### src/rtl/conv_tx_framer.sv
// Rate-1/2 K=3 convolutional encoder framer: bit FIFO, IDLE/DATA/TAIL frame FSM, registered symbol output.
// Optional macro CONV_TX_ERRINJ_EN adds err_inj_i, XORed into d_out while valid_o is high.
module conv_tx_framer #(
    parameter int FRAME_LEN  = 64,
    parameter int FIFO_DEPTH = 8
) (
    input  logic       clk,
    input  logic       rst,
    input  logic       enable_i,
    input  logic       d_in,
`ifdef CONV_TX_ERRINJ_EN
    input  logic [1:0] err_inj_i,
`endif
    output logic       ready_o,
    output logic       valid_o,
    output logic [1:0] d_out,
    output logic       sof_o,
    output logic       eof_o,
    output logic       busy_o
);

    localparam int AW = $clog2(FIFO_DEPTH);
    localparam int CW = $clog2(FRAME_LEN + 1);

    typedef enum logic [1:0] {IDLE, DATA, TAIL} state_t;

    logic              fifo_mem [FIFO_DEPTH];
    logic [AW-1:0]     wr_ptr_reg, rd_ptr_reg;
    logic [AW:0]       count_reg;
    logic              full, empty, push, pop, head;

    state_t            state_reg, state_next;
    logic [1:0]        enc_reg, enc_next, enc_cur;
    logic [CW-1:0]     bit_cnt_reg, bit_cnt_next;
    logic              tail_reg, tail_next;
    logic [1:0]        d_out_reg, d_out_next;
    logic              valid_reg, valid_next;
    logic              sof_reg, sof_next;
    logic              eof_reg, eof_next;
    logic              emit, b;

    assign full  = (count_reg == (AW+1)'(FIFO_DEPTH));
    assign empty = (count_reg == '0);
    assign push  = enable_i && !full;
    assign head  = fifo_mem[rd_ptr_reg];

    // Storage carries no reset; only the pointers and count define occupancy.
    always_ff @(posedge clk) begin
        if (push)
            fifo_mem[wr_ptr_reg] <= d_in;
    end

    always_ff @(posedge clk or negedge rst) begin
        if (!rst) begin
            wr_ptr_reg <= '0;
            rd_ptr_reg <= '0;
            count_reg  <= '0;
        end else begin
            if (push)
                wr_ptr_reg <= wr_ptr_reg + AW'(1);
            if (pop)
                rd_ptr_reg <= rd_ptr_reg + AW'(1);
            case ({push, pop})
                2'b10:   count_reg <= count_reg + (AW+1)'(1);
                2'b01:   count_reg <= count_reg - (AW+1)'(1);
                default: count_reg <= count_reg;
            endcase
        end
    end

    always_ff @(posedge clk or negedge rst) begin
        if (!rst) begin
            state_reg   <= IDLE;
            enc_reg     <= 2'b00;
            bit_cnt_reg <= '0;
            tail_reg    <= 1'b0;
            d_out_reg   <= 2'b00;
            valid_reg   <= 1'b0;
            sof_reg     <= 1'b0;
            eof_reg     <= 1'b0;
        end else begin
            state_reg   <= state_next;
            enc_reg     <= enc_next;
            bit_cnt_reg <= bit_cnt_next;
            tail_reg    <= tail_next;
            d_out_reg   <= d_out_next;
            valid_reg   <= valid_next;
            sof_reg     <= sof_next;
            eof_reg     <= eof_next;
        end
    end

    always_comb begin
        state_next   = state_reg;
        enc_next     = enc_reg;
        enc_cur      = enc_reg;
        bit_cnt_next = bit_cnt_reg;
        tail_next    = tail_reg;
        d_out_next   = d_out_reg;
        valid_next   = 1'b0;
        sof_next     = 1'b0;
        eof_next     = 1'b0;
        pop          = 1'b0;
        emit         = 1'b0;
        b            = 1'b0;
        case (state_reg)
            IDLE: begin
                if (!empty) begin
                    pop          = 1'b1;
                    emit         = 1'b1;
                    b            = head;
                    enc_cur      = 2'b00;
                    sof_next     = 1'b1;
                    bit_cnt_next = CW'(1);
                    state_next   = DATA;
                end
            end
            DATA: begin
                // An empty FIFO simply stalls the frame; encoder state and count hold.
                if (!empty) begin
                    pop          = 1'b1;
                    emit         = 1'b1;
                    b            = head;
                    bit_cnt_next = bit_cnt_reg + CW'(1);
                    if (bit_cnt_reg == CW'(FRAME_LEN - 1)) begin
                        state_next = TAIL;
                        tail_next  = 1'b0;
                    end
                end
            end
            TAIL: begin
                emit = 1'b1;
                if (tail_reg) begin
                    eof_next     = 1'b1;
                    tail_next    = 1'b0;
                    bit_cnt_next = '0;
                    state_next   = IDLE;
                end else begin
                    tail_next = 1'b1;
                end
            end
            default: state_next = IDLE;
        endcase
        if (emit) begin
            d_out_next = {b ^ enc_cur[1] ^ enc_cur[0], b ^ enc_cur[0]};
            enc_next   = {b, enc_cur[1]};
            valid_next = 1'b1;
        end
    end

    assign ready_o = !full;
    assign valid_o = valid_reg;
    assign sof_o   = sof_reg;
    assign eof_o   = eof_reg;
    assign busy_o  = (state_reg != IDLE);
`ifdef CONV_TX_ERRINJ_EN
    assign d_out   = d_out_reg ^ (valid_reg ? err_inj_i : 2'b00);
`else
    assign d_out   = d_out_reg;
`endif

endmodule

### config.mk
export PLATFORM = sky130hd
export DESIGN_NAME = conv_tx_framer
export DESIGN_NICKNAME = d
export VERILOG_FILES = /design/src/rtl/conv_tx_framer.sv
export SDC_FILE = /design/constraint.sdc
export NUM_CORES = 1
export LEC_CHECK = 0
export BUFFER_PORTS_ARGS = -buffer_cell sky130_fd_sc_hd__clkbuf_2
export CORE_AREA = 2 2 85 66
export DETAILED_ROUTE_END_ITERATION = 7
export DIE_AREA = 0 0 87 68
export GPL_ROUTABILITY_DRIVEN = 0
export GPL_TIMING_DRIVEN = 1
export PLACE_DENSITY = 0.61
export SYNTH_ARGS = -nofsm -noshare
export SYNTH_HDL_FRONTEND = slang
export SYNTH_SLANG_ARGS = --single-unit
### constraint.sdc
create_clock -name clk -period 3.2 [get_ports clk]
set_input_delay 0.96 -clock clk [delete_from_list [all_inputs] [get_ports clk]]
set_output_delay 0.96 -clock clk [all_outputs]
set_load 0.02 [all_outputs]
Word-level counts from Yosys, hierarchy flattened
Memories as Yosys holds them, arrays and structs flattened.
Index checks and enable logic that the tools add are counted.
- $add $sub $neg: 5
- eq/ne operators: 10
- mux-type cells: 27
- bitwise gates (word level): 3
- reduce and logical (&&, ||, !) cells: 12
- operators by type and width (cell ; number):
    $mux W7 ; 3
    $pmux W7 S3 ; 1
    $mux W1 ; 13
    $mux W2 ; 6
    $ne A2 B2 Y1 const B ; 4
    $pmux W4 S2 ; 1
    $reduce_and A4 Y1 ; 2
    $add A7 B1 Y7 const B ; 1
    $eq A7 B6 Y1 const B ; 1
    $add A3 B1 Y3 const B ; 2
    $pmux W2 S3 ; 1
    $reduce_bool A2 Y1 ; 3
    $add A4 B1 Y4 const B ; 1
    $eq A2 B1 Y1 const B ; 2
    $eq A2 B2 Y1 const B ; 2
    $eq A4 B4 Y1 const B ; 1
    $logic_not A4 Y1 ; 1
    $pmux W1 S2 ; 2
    $sub A4 B1 Y4 const B ; 1
    $reduce_and A3 Y1 ; 1
    $reduce_bool A3 Y1 ; 1
    $xor A1 B1 Y1 ; 3
    $logic_not A2 Y1 ; 1
    $reduce_or A2 Y1 ; 1
    other kinds (2) ; 2
- bits in registers: 27
- word-level logic and storage cells: 69
- memories: 1
- output and inout bits: 7
- RAM bits: 8
- bits of input ports: 4
- memories (memory ; words ; width ; read ports ; clocked after memory_dff ; wr ports ; RTL line ; RTL):
    fifo_mem ; 8 ; 1 ; 1 ; 0 ; 1 ; 27 ; logic fifo_mem [FIFO_DEPTH];

Longest topological paths before layout
- depth after elaboration: 5
- depth in mapped cells: 12
- mapped depth without buffers: 11

Least setup slack after synthesis
No wires, ideal clock.
- kind: reg-to-reg
- start: reg count_reg[1]
- end: reg count_reg[2]
- clock period less this slack: 2496 ps
- arrival: 2370 ps
- data required time: 3074 ps
- library setup time: 126 ps
- setup slack: 704 ps
- cell stages (with the launch flop): 11
- buffers on the path: 1
- cell sequence: dfrtp_1 > buf_2 > or4b_2 > nand2_1 > ha_1 > xor2_1 > ha_1 > a21oi_1 > xor2_1 > nor2_1 > xor2_1
- word-level cells in the longest chain between the ends: 5
- elaborated cells on any way between the ends: 12
- those cells by class: 2 x add/sub; 3 x eq/ne; 3 x mux; 4 x reduce/logical
- RTL lines (item ; RTL line ; RTL):
    start, declared ; 29 ; logic [AW:0] count_reg;
    start signal, assigned ; 64 ; 2'b10: count_reg <= count_reg + (AW+1)'(1);
    start signal, assigned ; 65 ; 2'b01: count_reg <= count_reg - (AW+1)'(1);
    start signal, assigned ; 66 ; default: count_reg <= count_reg;
    $eq A4 B4 Y1 (*) ; 42 ; assign full = (count_reg == (AW+1)'(FIFO_DEPTH));
    $logic_not A1 Y1 (*) ; n/a ;
    named net ready_o ; 14 ; output logic ready_o,
    $logic_and A1 B1 Y1 (*) ; 44 ; assign push = enable_i && !full;
    $eq A2 B1 Y1 / $eq A2 B2 Y1 (equally long branches) ; 63 ; case ({push, pop})
    $pmux W4 S2 / $reduce_bool A2 Y1 (equally long branches) ; n/a ;
The timed path passes the listed nets; every way through them passes the cells marked *.
A chain may end at the register's enable or synchronous reset.

Worst setup path after layout
- start: reg state_reg[1]
- end: reg count_reg[2]
- word-level cells in the longest chain between the ends: 5
- elaborated cells on any way between the ends: 8
- those cells by class: 3 x eq/ne; 2 x mux; 3 x reduce/logical
- RTL lines (item ; RTL line ; RTL):
    start, declared ; 32 ; state_t state_reg, state_next;
    start signal, assigned ; 82 ; state_reg <= state_next;
    $eq A2 B1 Y1 / $logic_not A2 Y1 (equally long branches) ; 106 ; case (state_reg)
    $reduce_or A2 Y1 (no line) (*) ; n/a ;
    $mux W1 (*) ; n/a ;
    named net pop ; 30 ; logic full, empty, push, pop, head;
    $eq A2 B1 Y1 / $eq A2 B2 Y1 (equally long branches) ; 63 ;
    $pmux W4 S2 / $reduce_bool A2 Y1 (equally long branches) ; n/a ;
Marked as above.

==> impl_metrics.yaml <==
clock_tree:
  cts-hold-fix-buffers: 0
  cts_buffer_depth: 2
  insertion_delay_ns: 0.27
  cts_htree_levels: 2
  cts_resized: 0
  cts.sinks: 35
  clockRootBuffer: "clkbuf_8"
  clk_pin_slew_worst_paths_ns: 0.07
  cts_tree: "done"
  numCtsBuffers: 5
  postCtsSetupBuffers: 0
layout:
  layout.area.seq_um2: 916
  nNetsFinal: 196
  multi_input_area_um2: 842
  area_growth_pct: 9.60
  largest_register_ffs: 8
  fillers: 503
  finalNonFillerCells: 244
  drive_gt1_share_pct: 17.6
  n_antenna_cell: 0
yosys:
  synth.avg_cell_area_um2: 10.8
  syn_area_mm2: 0.00182
  syn_inst: 169
  yosys_register_bits: 35
  synth_cell_types: 40
  yosys_warnings: 0
  ys_seq_area_share_pct: 50.2
  synth.net_count: 184
die:
  die-area_mm2: 0.00592
  die_w_um: 87
  die_height_um: 68
  num_io_pins: 11
  core-area_mm2: 0.00515
  start_util_pct: 35.4
  row_count: 23
min_path:
  hold_path.class: "register to register"
routing:
  drt_iter0_markers: 57
  postRouteAntennaNets: 0
  wl_per_cell_um: 12.3
  routed_via_density: 4.94
  first_pass_iters: 4
  num_vias: 1205
  route.detailed.drc: 0
  drt-total-wl_mm: 2.99
setup_path:
  arrival_ns: 2.88
  worst_ep_required_time_ns: 3.35
  cp-start-kind: "register"
  worstPathMaxFanout: 10
  crit_path_end_kind: "register"
  critPathKind: "register to register"
placed_design:
  io_buffers: 10
  place_hpwl_mm: 2.13
  dp.cells: 236
  post-place-ws_ns: 0.513
power_and_ir_drop:
  power_frac_seq_pct: 41.1
  combPwrFrac_pct: 42.5
  swShare_pct: 39.7
  powerDensity_mw_per_mm2: 916
  pwr-share-clk_pct: 16.3
  intPower_uw: 1100
  power_switching_uw: 727
  cellLeakagePower_uw: 0.000863
  irDropWorstVdd_v: 0.000293
timing:
  post-route-period-util_pct: 85.2
  setup_violations: 0
  min_period_ns: 2.73
  rsz0062_at_grt: "false"
  max_slew.worst_pin.slew_ns: 0.700
  slew_headroom_pct: 53.3
  slew_violations: 0
  skew_ns: 0.00659
  fmax_ghz: 0.367
  setup_tns_ns: 0
  hold_viol_final: 0
  setup_slack_ns: 0.474
grt:
  grt.overflow.total: 0
  grt_antenna_before_repair: 0
  grt_usage_pct: 11.2
  grt_max_degree: 28
  grt_first_pass_wirelength_mm: 5.11
  grt_pass1_vias: 1091
flow_run:
  drv_cap: 0
run_status:
  status: "complete, no violations"
==> cells in the final DEF (no fill, tap or decap), types with 5 or more instances in the layout <==
master,n
inv_1,7
clkbuf_8,5
nand3_1,7
nor2_1,14
clkbuf_2,10
xor2_1,5
o21ai_0,11
a21oi_1,5
edfxtp_1,8
nand2_1,17
xnor2_1,5
ha_1,11
dfrtp_1,27
==> routing by layer <==
metal | share of wire, % | vias up | track usage (%)
met5 | 0 | - | 0
met4 | 1.0 | 0 | 3.52
met3 | 2.3 | 2 | 3.98
met2 | 41 | 16 | 16.2
met1 | 55 | 564 | 15.7
li1 | - | 623 | -
==> Yosys cell counts (all sizes together) <==
| cell type | number | area, µm² |
|---|---|---|
| ha | 11 | 138 |
| inv | 8 | 30.0 |
| nor2 | 14 | 52.6 |
| mux2i | 4 | 40.0 |
| o31ai | 4 | 30.0 |
| a21o | 1 | 7.51 |
| nor2b | 1 | 6.26 |
| nor4bb | 1 | 10.0 |
| a31oi | 3 | 18.8 |
| nand2b | 4 | 25.0 |
| nand3 | 7 | 35.0 |
| buf | 4 | 32.5 |
| or4 | 1 | 11.3 |
| a21oi | 5 | 25.0 |
| xor2 | 5 | 43.8 |
| mux4 | 1 | 22.5 |
| mux2 | 4 | 45.0 |
| a32o | 1 | 11.3 |
| nor4 | 2 | 12.5 |
| xnor2 | 5 | 43.8 |
| and2 | 1 | 6.26 |
| a211o | 2 | 17.5 |
| or3 | 1 | 6.26 |
| nand2 | 17 | 63.8 |
| clkbuf | 1 | 3.75 |
| edfxtp | 8 | 240 |
| o21ai | 14 | 77.6 |
| or2 | 2 | 12.5 |
| or4b | 1 | 10.0 |
| and3 | 1 | 6.26 |
| nand4bb | 1 | 11.3 |
| nor3 | 2 | 10.0 |
| o211ai | 3 | 27.5 |
| a211oi | 2 | 15.0 |
| dfrtp | 27 | 676 |
==> metrics by stage <==
step | power, µW | instance area, µm² | hold WS [ns] | util (%)
after floorplan | 1380 | 1820 | 0.445 | -
after global placement | 1520 | 1920 | 0.469 | 37.2
after detailed placement | 1540 | 1920 | 0.478 | 37.2
after CTS | 1850 | 2000 | 0.489 | 38.8
after global routing | 2000 | 2000 | 0.512 | 38.8
final | 1830 | 2000 | 0.482 | 38.8
==> power groups by stage <==
stage / sequential, µW / combinational [µW] / clock (µW)
after floorplan: 732 / 646 / 0
after global placement: 755 / 770 / 0
after detailed placement: 756 / 788 / 0
after CTS: 749 / 791 / 314
after global routing: 775 / 885 / 336
final: 753 / 779 / 299
==> area by class of cell <==
type / instances / area share [%]
Tap cell: 62 / 3.88
Clock inverter: 3 / 0.751
Inverter: 8 / 1.50
Timing Repair Buffer: 10 / 2.50
Clock buffer: 5 / 3.44
Sequential cell: 35 / 45.8
Multi-Input combinational cell: 121 / 42.1
==> worst paths after layout <==
kind                                start        endpoint  slack (ns)  depth (start not counted)
max                          state_reg[1]    count_reg[2]        0.47                         11
min                        bit_cnt_reg[5]  bit_cnt_reg[5]        0.48                          1
max reg2reg                  state_reg[1]    count_reg[2]        0.47                         11
min reg2reg                bit_cnt_reg[5]  bit_cnt_reg[5]        0.48                          1
max in group asynchronous             rst        d_out[0]        2.03                          1
min in group asynchronous             rst  bit_cnt_reg[5]        0.72                          1
==> cells by family (layout without fill, tap and decap cells) <==
family                     Yosys count  after routing  synth area share, %
buffers and inverters               13             26                 3.63
muxes                                9              9                 5.90
AOI/OAI and AO/OA                   35             35                 12.6
and+or+nand+nor                     56             56                 15.3
adders and majority gates           11             11                 7.54
DFF                                 35             35                 50.2
xor gates and xnor gates            10             10                 4.80
==> worst max-delay path, stage by stage, from the launching register on <==
cell and delay (ns):
dfrtp_1 0.47, inv_1 0.12, ha_1 0.32, o21ai_2 0.36
inv_1 0.15, ha_1 0.28, xor2_1 0.19, ha_1 0.20
a21oi_1 0.14, xor2_1 0.15, nor2_1 0.07, xor2_1 0.14
No activity file was read; power rests on OpenSTA's default activity.
